<file path="src/rtl/fios_result_collector.sv">
// Collects the 34-bit P stream of the last FIOS DSP stage. It resolves the limb carries
// into an S x 17-bit result and hands that result out through a valid/ready handshake.
// Optional build macro FIOS_COLLECT_OVF_EN adds ovf_o, which flags a final carry wider than 17 bits.
module fios_result_collector #(
  parameter int S    = 16,
  parameter int WORD = 17
) (
  input  logic                clock_i,
  input  logic                reset_n_i,
  input  logic                start_i,
  input  logic                p_valid_i,
  input  logic [2*WORD-1:0]   P_i,
  output logic                res_valid_o,
  input  logic                res_ready_i,
`ifdef FIOS_COLLECT_OVF_EN
  output logic                ovf_o,
`endif
  output logic [S*WORD-1:0]   res_o,
  output logic                busy_o
);

  localparam int CNT_W = $clog2(S);

  typedef enum logic [1:0] {
    IDLE    = 2'd0,
    COLLECT = 2'd1,
    FLUSH   = 2'd2,
    HOLD    = 2'd3
  } state_t;

  state_t             r_state;
  state_t             w_next_state;
  logic [CNT_W-1:0]   r_cnt;
  logic [WORD:0]      r_carry;
  logic [S*WORD-1:0]  r_res;
  logic [2*WORD:0]    w_sum;
  logic               w_accept;
  logic               w_last;
  logic               w_init;

  // The carry stays below 2^17+2, so an 18-bit register never wraps.
  assign w_sum    = {1'b0, P_i} + {{WORD{1'b0}}, r_carry};
  assign w_accept = (r_state == COLLECT) && p_valid_i;
  assign w_last   = w_accept && (r_cnt == CNT_W'(S - 2));
  assign w_init   = start_i && ((r_state == IDLE) ||
                                ((r_state == HOLD) && res_ready_i));

  always_comb begin
    // NOTE: default first, so that no path through the case statement infers a latch.
    w_next_state = r_state;
    case (r_state)
      IDLE:    if (start_i) w_next_state = COLLECT;
      COLLECT: if (w_last)  w_next_state = FLUSH;
      FLUSH:   w_next_state = HOLD;
      HOLD:    if (res_ready_i) w_next_state = start_i ? COLLECT : IDLE;
      default: w_next_state = IDLE;
    endcase
  end

  always_ff @(posedge clock_i or negedge reset_n_i) begin
    // NOTE: state uses non-blocking assignments, so every register samples pre-edge values.
    if (!reset_n_i) begin
      r_state <= IDLE;
      r_cnt   <= '0;
      r_carry <= '0;
      // NOTE: the result register is reset explicitly because res_o must read 0 out of reset.
      r_res   <= '0;
    end else begin
      r_state <= w_next_state;
      if (w_init) begin
        r_cnt   <= '0;
        r_carry <= '0;
        r_res   <= '0;
      end else if (w_accept) begin
        for (int k = 0; k < S - 1; k++) begin
          if (r_cnt == CNT_W'(k)) r_res[k*WORD +: WORD] <= w_sum[WORD-1:0];
        end
        r_carry <= w_sum[2*WORD:WORD];
        r_cnt   <= r_cnt + CNT_W'(1);
      end else if (r_state == FLUSH) begin
        r_res[(S-1)*WORD +: WORD] <= r_carry[WORD-1:0];
      end
    end
  end

`ifdef FIOS_COLLECT_OVF_EN
  logic r_ovf;

  always_ff @(posedge clock_i or negedge reset_n_i) begin
    if (!reset_n_i)               r_ovf <= 1'b0;
    else if (w_init)              r_ovf <= 1'b0;
    else if (r_state == FLUSH)    r_ovf <= r_carry[WORD];
  end

  assign ovf_o = r_ovf;
`endif

  assign res_o       = r_res;
  assign res_valid_o = (r_state == HOLD);
  assign busy_o      = (r_state != IDLE);

endmodule
</file>
<file path="config.mk">
export PLATFORM = sky130hd
export DESIGN_NAME = fios_result_collector
export DESIGN_NICKNAME = d
export VERILOG_FILES = /design/src/rtl/fios_result_collector.sv
export SDC_FILE = /design/constraint.sdc
export NUM_CORES = 1
export LEC_CHECK = 0
export CAP_MARGIN = 20
export CORE_MARGIN = 3
export CORE_UTILIZATION = 40
export CTS_BUF_LIST = sky130_fd_sc_hd__clkbuf_16
export DETAILED_ROUTE_END_ITERATION = 7
export GPL_TIMING_DRIVEN = 0
export PLACE_DENSITY = 0.69
export SYNTH_ARGS = -nofsm -noshare
export SYNTH_HDL_FRONTEND = slang
export SYNTH_SLANG_ARGS = --single-unit
</file>
<file path="constraint.sdc">
create_clock -name clock_i -period 2.4 [get_ports clock_i]
set_input_delay 0.48 -clock clock_i [delete_from_list [all_inputs] [get_ports clock_i]]
set_output_delay 0.48 -clock clock_i [all_outputs]
set_load 0.02 [all_outputs]
</file>
After elaboration in Yosys (flattened, before gate mapping)
Cells that the tools add are included.

Input bits: 39. Output and inout bits: 274. Bits in registers: 296.

Reduce and logical (&&, ||, !) cells: 42. $add $sub $neg: 2. Equal/unequal tests: 21. Multiplexer cells: 28.

Operator list (count): $mux W17 (17); $mux W272 (1); $mux W255 (1); $mux W18 (2); $reduce_bool A2 Y1 (18); $add A34 B18 Y35 (1); $reduce_and A2 Y1 (16); $eq A4 B4 Y1 const B (7); $eq A4 B3 Y1 const B (4); $eq A4 B2 Y1 const B (2); $mux W4 (2); $pmux W2 S4 (1); $mux W2 (3); $add A4 B1 Y4 const B (1); $eq A2 B2 Y1 const B (2); $eq A4 B1 Y1 const B (1); $logic_and A1 B1 Y1 (4); $logic_not A4 Y1 (1); $ne A2 B1 Y1 const B (2); $ne A2 B2 Y1 const B (2); $reduce_and A3 Y1 (1); $eq A2 B1 Y1 const B (1); $logic_not A2 Y1 (1); $logic_or A1 B1 Y1 (1); $mux W1 (1).

Longest topological paths before layout
Gate-level depths: netlist of the first run.

Word-level depth: 6. Gate-level depth with buffers: 11. Gate-level depth less buffers: 9.

Least setup slack after synthesis of the first run
No wires, ideal clock.

Path kind: input-to-reg. Start point: in P_i[0]. End point: reg r_res[16], in the netlist res_o[16]. Library setup time: 0.126 ns. Arrival time: 2.446 ns. Slack: -0.172 ns. Cell stages on the path: 10. Buffers on the path: 1. Path through: ha_1 > inv_1 > fa_1 > nand2b_1 > a21o_1 > a21o_1 > o311ai_4 > buf_2 > nor2_1 > a221o_1.

Word-level cells in the longest chain between the ends: 4.

RTL lines: from (decl) (line 12) `input logic [2*WORD-1:0] P_i,`; $add A34 B18 Y35 (line 42) `assign w_sum = {1'b0, P_i} + {{WORD{1'b0}}, r_carry};`; $mux W17 (line 76) `if (r_cnt == CNT_W'(k)) r_res[k*WORD +: WORD] <= w_sum[WORD-1:0];`; $mux W255 (line 74) `end else if (w_accept) begin`; $mux W272 (line 70) `if (w_init) begin`; to (signal, indexed assignment) (line 76); to (signal, indexed assignment) (line 81) `r_res[(S-1)*WORD +: WORD] <= r_carry[WORD-1:0];`; to (decl) (line 35) `logic [S*WORD-1:0] r_res;`.

Every way passes these cells. The select of a mux whose other input is x is not followed. A chain may end at the register's enable or synchronous reset.

Final worst setup path of the first run
Start point: reg r_carry[0]. End point: reg r_res[201], in the netlist res_o[201].

Word-level cells in the longest chain between the ends: 4.

RTL lines: from (decl) (line 34) `logic [WORD:0] r_carry;`; from (signal assigned) (line 78) `r_carry <= w_sum[2*WORD:WORD];`; $add A34 B18 Y35 (line 42); $mux W17 (line 76); $mux W255 (line 74); $mux W272 (line 70).

Every way passes these cells. The select of a mux whose other input is x is not followed.

==> results.ini, run 1 <==
[status]
outcome=complete, but fails checks
violations=negative setup slack

[grt]
grt_pass1_vias=12600
antenna_found_initial=1
grt_pass1_wl_um=77200
grt_max_degree=124
grtUsageTotal_pct=28.0
gr-total-overflow=0

[run]
maxCapViolCount=0

[power_and_ir_drop]
internal-power_mw=14.4
p_switching_mw=10.9
total_leakage_power_nw=8.53
p_clk_share_pct=19.4
ir_drop_mv=0.707
seq_power_share_pct=27.4
swShare_pct=43.0
comb_power_share_pct=53.2
p_per_area_mw_per_mm2=1250

[layout]
final_nets=1888
instances_no_fill=2286
final_common_cell=clkdlybuf4s50_1
final_cell_mix=clkdlybuf4s50_1 (305), dfrtp_1 (286), nand2_1 (273), a21oi_1 (104), o21ai_0 (98)
diodes=0
syn_to_final_growth_pct=51.9
drive_gt1_share_pct=23.0

[sta]
finClkSkew_ps=17.2
relSlewSlack_pct=34.5
setup_slack_ps=-225
rsz0062_at_grt=true
fmax_mhz=381
hold_viol=0
fin_hold_ws_ps=478
drv_slew=0
fin_crit_sh_pct=109
fin_crit_ps=2630
final-setup-viol-count=82
worst_pin_slew_ps=982

[synth]
syn_area_mm2=0.0134
yosysWarnings=0
postSynthCellCount=1408
seq_area_frac_synth_pct=55.5
synth_cell_type_count=74
ys_async_sr_fraction_pct=100
syn_nets=1475
synth_edf_count=0
synthFlopType=dfrtp_1
synth-seq-cells=296
syn_area_per_cell_um2=9.48

[setup_path]
startpoint_type=flop
cp_slowest_cell=dfrtp_1
cp-end-kind=flop
cp.arrival_ps=3010
worstPathCellList=ha_4, inv_2, fa_2, nand2b_4, a21o_4, a2111oi_4, buf_4, o21a_1, nor3_4, buf_6, a22o_1
crit_type=reg -> reg
critical_path.max_fanout=10
max_stage_delay_ps=380
cp.required_ps=2790

[cts]
numClockSinks=296
cts_buffers=34
clk_pin_slew_ps=60
cts_max_path_buffers=3
cts_tree=built
cts.root.buffer_cell=clkbuf_16
insertion_delay_ps=520
htreeDepth=2

[detailed_routing]
routed_wl_um=52200
drc=0
wl_per_cell_um=22.8
routed-via-count=13000
vias_per_cell=5.71
drtIter0Drc=1091
ant_nets=0
firstDrtPassIters=6

[placement]
placed_cells=2162
place_congestion=0.884
dpl_worst_slack_ps=-1200
port_buffers=310
dp_hpwl_um=36800

[floorplanning]
ioPinCount=313
start_util_pct=40.8
rows=66
die_x_um=189
die-area_mm2=0.0356
fp.coreArea_mm2=0.0327
chipHeight_um=189

[min_path]
hold_path.class=in -> async

-- timing repair --
action	in CTS	in global routing
pin swaps	50	53
hold buffers	1	0
buffers inserted	41	21
gates resized for setup	221	242
endpoints found under the setup margin	291	284
endpoints found under the hold margin	52	0
cloned	5	2
-- stage by stage --
step	power, mW	cell area, µm²	utilization, %	setup TNS (ps)
detailed placement	17.0	17100	52.3	-231490
floorplan	12.4	13400	-	-821
finish	25.3	20300	62.0	-8740
global placement	16.8	17100	52.1	-3722660
CTS	24.0	19300	59.2	-5560
global route	26.5	20300	62.0	-14000
-- worst max-delay path, delay by kind of cell (launching register included) --
family | cells | cell delay (ps)
AOI/OAI and AO/OA | 4 | 980
buffers and inverters | 3 | 400
adders and majority gates | 2 | 520
DFF | 1 | 380
and+or+nand+nor | 2 | 230
-- worst paths after layout --
kind	to	start	cells past startpoint	slack, ps
worst max-delay path	res_o[201]	r_carry[0]	11	-230
worst min-delay path	res_o[125]	reset_n_i	2	480
worst max register to register	res_o[201]	r_carry[0]	11	-230
worst min register to register	res_o[71]	res_o[71]	2	480
max in group asynchronous	r_carry[11]	reset_n_i	3	900
min in group clock_i	res_o[71]	res_o[71]	2	480
-- state kept, by name, indices dropped and copies added (netlist names) --
name and cells:
res_o 272, r_cnt 4, r_state 2, r_carry 18
-- power groups by stage --
stage	Clock, mW	Combinational, mW	Sequential, mW
final	4.93	13.5	6.94
after global routing	5.20	14.2	7.04
after CTS	4.99	12.1	6.92
after detailed placement	0	10.0	6.97
after global placement	0	9.85	6.95
after floorplan	0	4.61	7.80
-- Yosys cell counts, drive strengths merged, types with 6 or more instances --
library cell | instances | area share [%]
a21o | 9 | 0.51
inv | 14 | 0.39
o21ai | 130 | 4.9
nand4 | 10 | 0.52
nand3 | 70 | 2.6
and2 | 6 | 0.28
nor2 | 101 | 2.8
buf | 20 | 0.80
dfrtp | 296 | 55
or3 | 9 | 0.42
ha | 27 | 2.5
o31ai | 8 | 0.49
a22o | 32 | 2.1
mux2 | 15 | 1.3
a211oi | 25 | 1.4
clkbuf | 76 | 2.1
o211ai | 6 | 0.34
a31oi | 9 | 0.53
nand2 | 281 | 7.9
nand2b | 7 | 0.33
nor3 | 43 | 1.8
a21oi | 130 | 4.9
and3 | 13 | 0.61
-- layer usage --
layer  share of wire, %  global-route usage, %
met1                 40                   35.6
met2                 49                   47.5
met3                7.7                   6.07
met4                3.6                   9.25
met5              0.025                      0
-- cell families (layout without fill, tap and decap cells) --
group,Yosys count,in the layout,synth area share (%)
buf+inv,110,546,3.33
compound gates,383,383,17.7
xor+xnor,8,8,0.581
fa+ha+maj,28,28,2.68
simple gates,566,566,18.8
mux,17,17,1.41
flops,296,296,55.5
-- layout make-up --
type,count,area [µm²]
clock inverter,25,198
multi-input combinational,1002,6750
clock buffer,34,851
tap,442,553
sequential,296,7420
buffer,93,649
inverter,14,52.6
timing repair buffer,380,3810
fill,2710,12400
(Power assumes the default switching activity.)
==> run 2: changes to the inputs <==
--- a/config.mk
+++ b/config.mk
@@ -12,6 +12,7 @@
 export DETAILED_ROUTE_END_ITERATION = 7
 export GPL_TIMING_DRIVEN = 0
 export PLACE_DENSITY = 0.69
+export REMOVE_ABC_BUFFERS = 1
 export SYNTH_ARGS = -nofsm -noshare
 export SYNTH_HDL_FRONTEND = slang
 export SYNTH_SLANG_ARGS = --single-unit
==> run 2 against run 1 <==
  * The run ends with design-rule violations, negative setup slack left
  * Final cell count down 2.1%
  * Total power up 0.86%
  * Final area down 1.1%
  * Non-clock buffer count down 64
  * Utilization down 0.71 points
  * Clock-buffer cell count up 1
  * Clock skew up 11 ps
  * Register-to-register slack worse by 80 ps
  * Largest power group unchanged
==> results.ini, run 2 (synthesis results as in run 1) <==
[setup_path]
critical_path.max_fanout=15  ; was 10
startpoint_type=flop  ; unchanged
crit_type=reg -> reg  ; unchanged
cp.required_ps=2820  ; was 2790 ps
cp-end-kind=flop  ; unchanged
cp.arrival_ps=3130  ; was 3010 ps

[floorplanning]
rows=66  ; unchanged
die_x_um=189  ; unchanged
start_util_pct=40.8  ; unchanged
die-area_mm2=0.0356  ; unchanged
fp.coreArea_mm2=0.0327  ; unchanged
ioPinCount=313  ; unchanged
chipHeight_um=189  ; unchanged

[layout]
finish.instance_area_mm2=0.0201  ; was 0.0203 mm²
drive_gt1_share_pct=19.3  ; was 23.0%
final_nets=1833  ; was 1888
final_cell_mix=clkdlybuf4s50_1 (307), dfrtp_1 (295), nand2_1 (268), a21oi_1 (114), o21ai_0 (78)  ; was clkdlybuf4s50_1 (305), dfrtp_1 (286), nand2_1 (273), a21oi_1 (104), o21ai_0 (98)
instances_no_fill=2238  ; was 2286
final_common_cell=clkdlybuf4s50_1  ; unchanged
syn_to_final_growth_pct=50.2  ; was 51.9%
fin_util_pct=61.3  ; was 62.0%
largest_reg_flops=272  ; unchanged

[sta]
finClkSkew_ps=27.9  ; was 17.2 ps
drv_slew=0  ; unchanged
setup_slack_ps=-310  ; was -225 ps
fin_crit_ps=2710  ; was 2630 ps
fmax_mhz=369  ; was 381 MHz
fin_crit_sh_pct=113  ; was 109%
relSlewSlack_pct=48.5  ; was 34.5%
rsz0062_at_grt=true  ; unchanged
worst_pin_slew_ps=772  ; was 982 ps
final-setup-viol-count=143  ; was 82
tns_ps=-16280  ; was -8740 ps
hold_viol=0  ; unchanged

[cts]
cts_max_path_buffers=3  ; unchanged
cts_buffers=34  ; unchanged
htreeDepth=2  ; unchanged
cts.root.buffer_cell=clkbuf_16  ; unchanged
clk_pin_slew_ps=60  ; about the same
numClockSinks=296  ; unchanged
cts_tree=built  ; unchanged
insertion_delay_ps=520  ; about the same

[placement]
place_congestion=0.881  ; was 0.884
placed_cell_area_mm2=0.0169  ; was 0.0171 mm²
dp_hpwl_um=32000  ; was 36800 µm
placed_cells=2077  ; was 2162
port_buffers=312  ; was 310

[grt]
gr-total-overflow=0  ; unchanged
grt_pass1_vias=12400  ; was 12600
antenna_found_initial=3  ; was 1
grt_max_degree=112  ; was 124
grt_pass1_wl_um=75700  ; was 77200 µm
grtUsageTotal_pct=27.6  ; was 28.0%

[detailed_routing]
ant_nets=0  ; unchanged
wl_per_cell_um=23.5  ; was 22.8 µm
vias_per_cell=5.77  ; was 5.71
top_layer=met4  ; was met5
drtIter0Drc=1020  ; was 1091
wl_met1_um=20700  ; about the same
wl_met3_um=4110  ; was 4020 µm
firstDrtPassIters=8  ; was 6
drc=1  ; was 0
routed_wl_um=52600  ; was 52200 µm
met2_length_um=25600  ; about the same
routed-via-count=12900  ; was 13000

[power_and_ir_drop]
total_leakage_power_nw=8.39  ; was 8.53 nW
p_per_area_mw_per_mm2=1270  ; was 1250 mW/mm²
ir_drop_mv=0.861  ; was 0.707 mV
p_total_mw=25.6  ; was 25.3 mW

[status]
violations=design-rule violations, negative setup slack  ; was negative setup slack
outcome=complete, but fails checks  ; unchanged

[min_path]
hold_path.class=reg -> reg  ; was in -> async

[run]
maxCapViolCount=0  ; unchanged

-- run 2: stage by stage --
stage,hold slack (ps),setup slack (ps)
6_report,476,-310
5_1_grt,502,-358
4_1_cts,480,-259
3_5_place_dp,466,-1510
3_3_place_gp,459,-11960
2_1_floorplan,184,-2680
-- run 2: where the power goes --
part / switching, mW / internal [mW] / total (mW) / leakage, nW
clock: 2.13 / 3.20 / 5.33 / 0.581
sequential: 0.764 / 6.08 / 6.85 / 3.98
combinational: 8.21 / 5.17 / 13.4 / 3.83
total: 11.1 / 14.5 / 25.6 / 8.39
-- run 2: final cells by class --
class / instances / area, µm²
antenna: 4 / 10.0
clock buffer: 35 / 876
clock inverter: 27 / 277
fill: 2684 / 12600
inverter: 14 / 52.6
multi-input combinational: 1011 / 6760
sequential: 296 / 7410
tap: 442 / 553
timing repair buffer: 409 / 4110
-- run 2: worst paths after layout --
kind                       startpoint          to  slack, ps  cells after the start
setup / recovery           r_carry[0]   res_o[97]       -310                     10
hold / removal              res_o[19]   res_o[19]        480                      2
setup reg to reg           r_carry[0]   res_o[97]       -310                     10
hold reg to reg             res_o[19]   res_o[19]        480                      2
max in group asynchronous   reset_n_i  res_o[268]        760                      3
min in group asynchronous   reset_n_i   res_o[86]        560                      2
-- run 2: what timing repair did --
action                                  in CTS  in global routing
endpoints found under the hold margin        9                  0
hold buffers                                 1                  0
gates cloned                                 8                  3
endpoints found under the setup margin     275                238
buffers inserted                            43                 43
pin swaps                                   37                 57
gates resized for setup                    170                130
-- run 2: worst max-delay path: stages (launching register included) --
cell and delay (ps):
dfrtp_1 400, ha_2 210, inv_2 40, fa_2 340, nand2b_4 150, a21o_4 220, buf_6 130, a211oi_2 270
nor3_1 100, or3b_4 530, o21ai_1 190
-- run 2: metal layers --
layer | vias up | global-route usage [%]
met3 | 145 | 5.27
met1 | 6389 | 35.6
met4 | 0 | 10.5
met5 | - | 0
li1 | 5690 | -
met2 | 683 | 46.5
==> run 3: changes to the inputs <==
--- a/config.mk
+++ b/config.mk
@@ -10,9 +10,10 @@
 export CORE_UTILIZATION = 40
 export CTS_BUF_LIST = sky130_fd_sc_hd__clkbuf_16
 export DETAILED_ROUTE_END_ITERATION = 7
-export GPL_TIMING_DRIVEN = 0
+export GPL_TIMING_DRIVEN = 1
 export PLACE_DENSITY = 0.69
 export REMOVE_ABC_BUFFERS = 1
+export SKIP_LAST_GASP = 1
 export SYNTH_ARGS = -nofsm -noshare
 export SYNTH_HDL_FRONTEND = slang
 export SYNTH_SLANG_ARGS = --single-unit
==> run 3 against run 2 <==
  * The flow finishes with violations (negative setup slack)
  * First-iteration DRC count grew 8.7%
  * Hold slack lost 45 ps
  * Clock skew shrank 13 ps
  * Combinational power is essentially flat
  * Sequential power shrank 1%
  * Sequential share of layout area shrank 0.49 points
  * Register-to-register slack gained 98 ps
  * Flip-flop and latch count is the same
  * Final area grew 1.3%
  * Wire length shrank 3.7%
  * Total power shrank 3.4%
  * Critical endpoint is now res_o[237]
  * Largest cell class unchanged
  * Highest routed layer unchanged
==> results.ini, run 3 (synthesis results as in run 1) <==
[floorplanning]
die-area_mm2=0.0356  ; unchanged
fp.coreArea_mm2=0.0327  ; unchanged
start_util_pct=40.8  ; unchanged
chipHeight_um=189  ; unchanged
rows=66  ; unchanged
die_x_um=189  ; unchanged
ioPinCount=313  ; unchanged

[power_and_ir_drop]
ir_drop_mv=0.701  ; was 0.861 mV
p_switching_mw=10.3  ; was 11.1 mW
total_leakage_power_nw=8.96  ; was 8.39 nW
p_clk_share_pct=17.6  ; was 20.9%
comb_power_share_pct=54.9  ; was 52.4%
internal-power_mw=14.4  ; was 14.5 mW
seq_power_share_pct=27.5  ; was 26.8%
p_per_area_mw_per_mm2=1210  ; was 1270 mW/mm²
swShare_pct=41.7  ; was 43.4%
p_total_mw=24.7  ; was 25.6 mW

[layout]
syn_to_final_growth_pct=52.2  ; was 50.2%
largest_reg_flops=272  ; unchanged
finish.instance_area_mm2=0.0203  ; was 0.0201 mm²
drive_gt1_share_pct=20.7  ; was 19.3%
final_cell_mix=clkdlybuf4s50_1 (308), dfrtp_1 (295), nand2_1 (278), buf_4 (202), a21oi_1 (124)  ; was clkdlybuf4s50_1 (307), dfrtp_1 (295), nand2_1 (268), a21oi_1 (114), o21ai_0 (78)
final_common_cell=clkdlybuf4s50_1  ; unchanged
n_fill_cell=2706  ; was 2684
final_nets=1970  ; was 1833
instances_no_fill=2367  ; was 2238
diodes=0  ; was 4

[cts]
cts_max_path_buffers=3  ; unchanged
htreeDepth=1  ; was 2
insertion_delay_ps=570  ; was 520 ps
numClockSinks=296  ; unchanged
cts_tree=built  ; unchanged
cts_buffers=31  ; was 34
clk_pin_slew_ps=60  ; about the same
cts.root.buffer_cell=clkbuf_16  ; unchanged

[sta]
relSlewSlack_pct=52.3  ; was 48.5%
finClkSkew_ps=15.2  ; was 27.9 ps
drv_slew=0  ; unchanged
rsz0062_at_grt=true  ; unchanged
fin_hold_ws_ps=431  ; was 476 ps
final-setup-viol-count=122  ; was 143
fin_crit_sh_pct=109  ; was 113%
hold_viol=0  ; unchanged
fmax_mhz=383  ; was 369 MHz
setup_slack_ps=-211  ; was -310 ps
fin_crit_ps=2610  ; was 2710 ps
worst_pin_slew_ps=713  ; was 772 ps

[grt]
grtUsageTotal_pct=27.4  ; was 27.6%
grt_max_degree=73  ; was 112
antenna_found_initial=0  ; was 3
grt_pass1_wl_um=76100  ; was 75700 µm
grt_pass1_vias=12700  ; was 12400
gr-total-overflow=0  ; unchanged

[setup_path]
cp.required_ps=2840  ; was 2820 ps
timing.rr.end=res_o[237]  ; was res_o[97]
r2r_slack_ps=-210  ; was -310 ps
startpoint_type=flop  ; unchanged
rr_worst_depth=12  ; was 10
cp-endpoint=res_o[237]  ; was res_o[97]
startpoint=r_carry[0]  ; unchanged
r2r_start=r_carry[0]  ; unchanged
crit_type=reg -> reg  ; unchanged
cp-end-kind=flop  ; unchanged
critical_path.max_fanout=7  ; was 15
cp.arrival_ps=3060  ; was 3130 ps

[status]
outcome=complete, but fails checks  ; unchanged
violations=negative setup slack  ; was design-rule violations, negative setup slack

[placement]
place_congestion=0.929  ; was 0.881
port_buffers=312  ; unchanged
dpl_worst_slack_ps=-994  ; was -1510 ps
placed_cell_area_mm2=0.0186  ; was 0.0169 mm²
dp_hpwl_um=36600  ; was 32000 µm
placed_cells=2289  ; was 2077

[detailed_routing]
routed-via-count=13000  ; was 12900
drtIter0Drc=1109  ; was 1020
vias_per_cell=5.51  ; was 5.77
wl_per_cell_um=21.4  ; was 23.5 µm
routed_wl_um=50600  ; was 52600 µm
drc=0  ; was 1
firstDrtPassIters=5  ; was 8
ant_nets=0  ; unchanged

[min_path]
hold_path.class=in -> async  ; was reg -> reg

[run]
maxCapViolCount=0  ; unchanged

==> run 3: cell types whose count changed in the layout (fill, tap and decap cells not counted), moves of 11 or more <==
cell,change
buf_4,+141
buf_12,+22
nor2_4,-27
o21ai_0,+26
o21ai_1,-19
nor2_1,+22
buf_6,-11
==> run 3: cell type report <==
class | count | area, µm² | area share (%)
Clock buffer | 31 | 776 | 3.82
Inverter | 14 | 52.6 | 0.259
Multi-Input combinational cell | 1003 | 6020 | 29.6
Tap cell | 442 | 553 | 2.72
Clock inverter | 24 | 116 | 0.573
Timing Repair Buffer | 557 | 5400 | 26.6
Sequential cell | 296 | 7410 | 36.5
==> run 3: critical path, cell delays in order (launching register included) <==
cell and delay (ps):
dfrtp_1 350, ha_2 190, inv_2 40, fa_2 360, nand2b_4 160, a21o_4 220
buf_6 130, a21o_1 190, o311ai_4 340, buf_12 180, buf_12 110, and3_1 180
nor3_2 50
==> run 3: metrics by stage <==
step | setup TNS [ps] | util, %
after floorplan | -523160 | -
after detailed placement | -137070 | 57.0
after global placement | -128940 | 57.0
after CTS | -6650 | 60.9
after global routing | -25010 | 62.1
final | -11880 | 62.1
==> run 3: repair_timing <==
action | in CTS | in global routing
hold buffers | 1 | 0
pin swaps | 28 | 28
buffers inserted | 9 | 12
endpoints found under the hold margin | 45 | 0
resized for setup | 47 | 73
endpoints found under the setup margin | 125 | 141
gates cloned | 2 | 2
==> run 3: worst min path at each step <==
| stage | start | to | slack, ps | cells after the start |
|---|---|---|---|---|
| global placement | reset_n_i | res_o[136] | 420 | 1 |
| detailed placement | reset_n_i | res_o[51] | 420 | 1 |
| floorplan | reset_n_i | r_carry[0] | 180 | 0 |
| CTS | reset_n_i | res_o[93] | 430 | 2 |
| global route | reset_n_i | res_o[51] | 450 | 2 |
| finish | reset_n_i | res_o[137] | 430 | 2 |
==> run 3: power groups by stage <==
stage | clock [mW] | combinational (mW) | sequential [mW]
after CTS | 4.39 | 12.8 | 6.78
after floorplan | 0 | 4.17 | 7.82
after global routing | 4.61 | 14.4 | 6.91
final | 4.34 | 13.6 | 6.78
after detailed placement | 0 | 12.1 | 6.85
after global placement | 0 | 11.9 | 6.82
==> run 3: routing by layer <==
layer	track usage (%)	vias to the layer above	share of wire, %
met5	0	-	0
met4	9.71	0	3.8
met3	4.15	84	7.4
met2	46.6	616	49
met1	35.8	6400	40
li1	-	5938	-
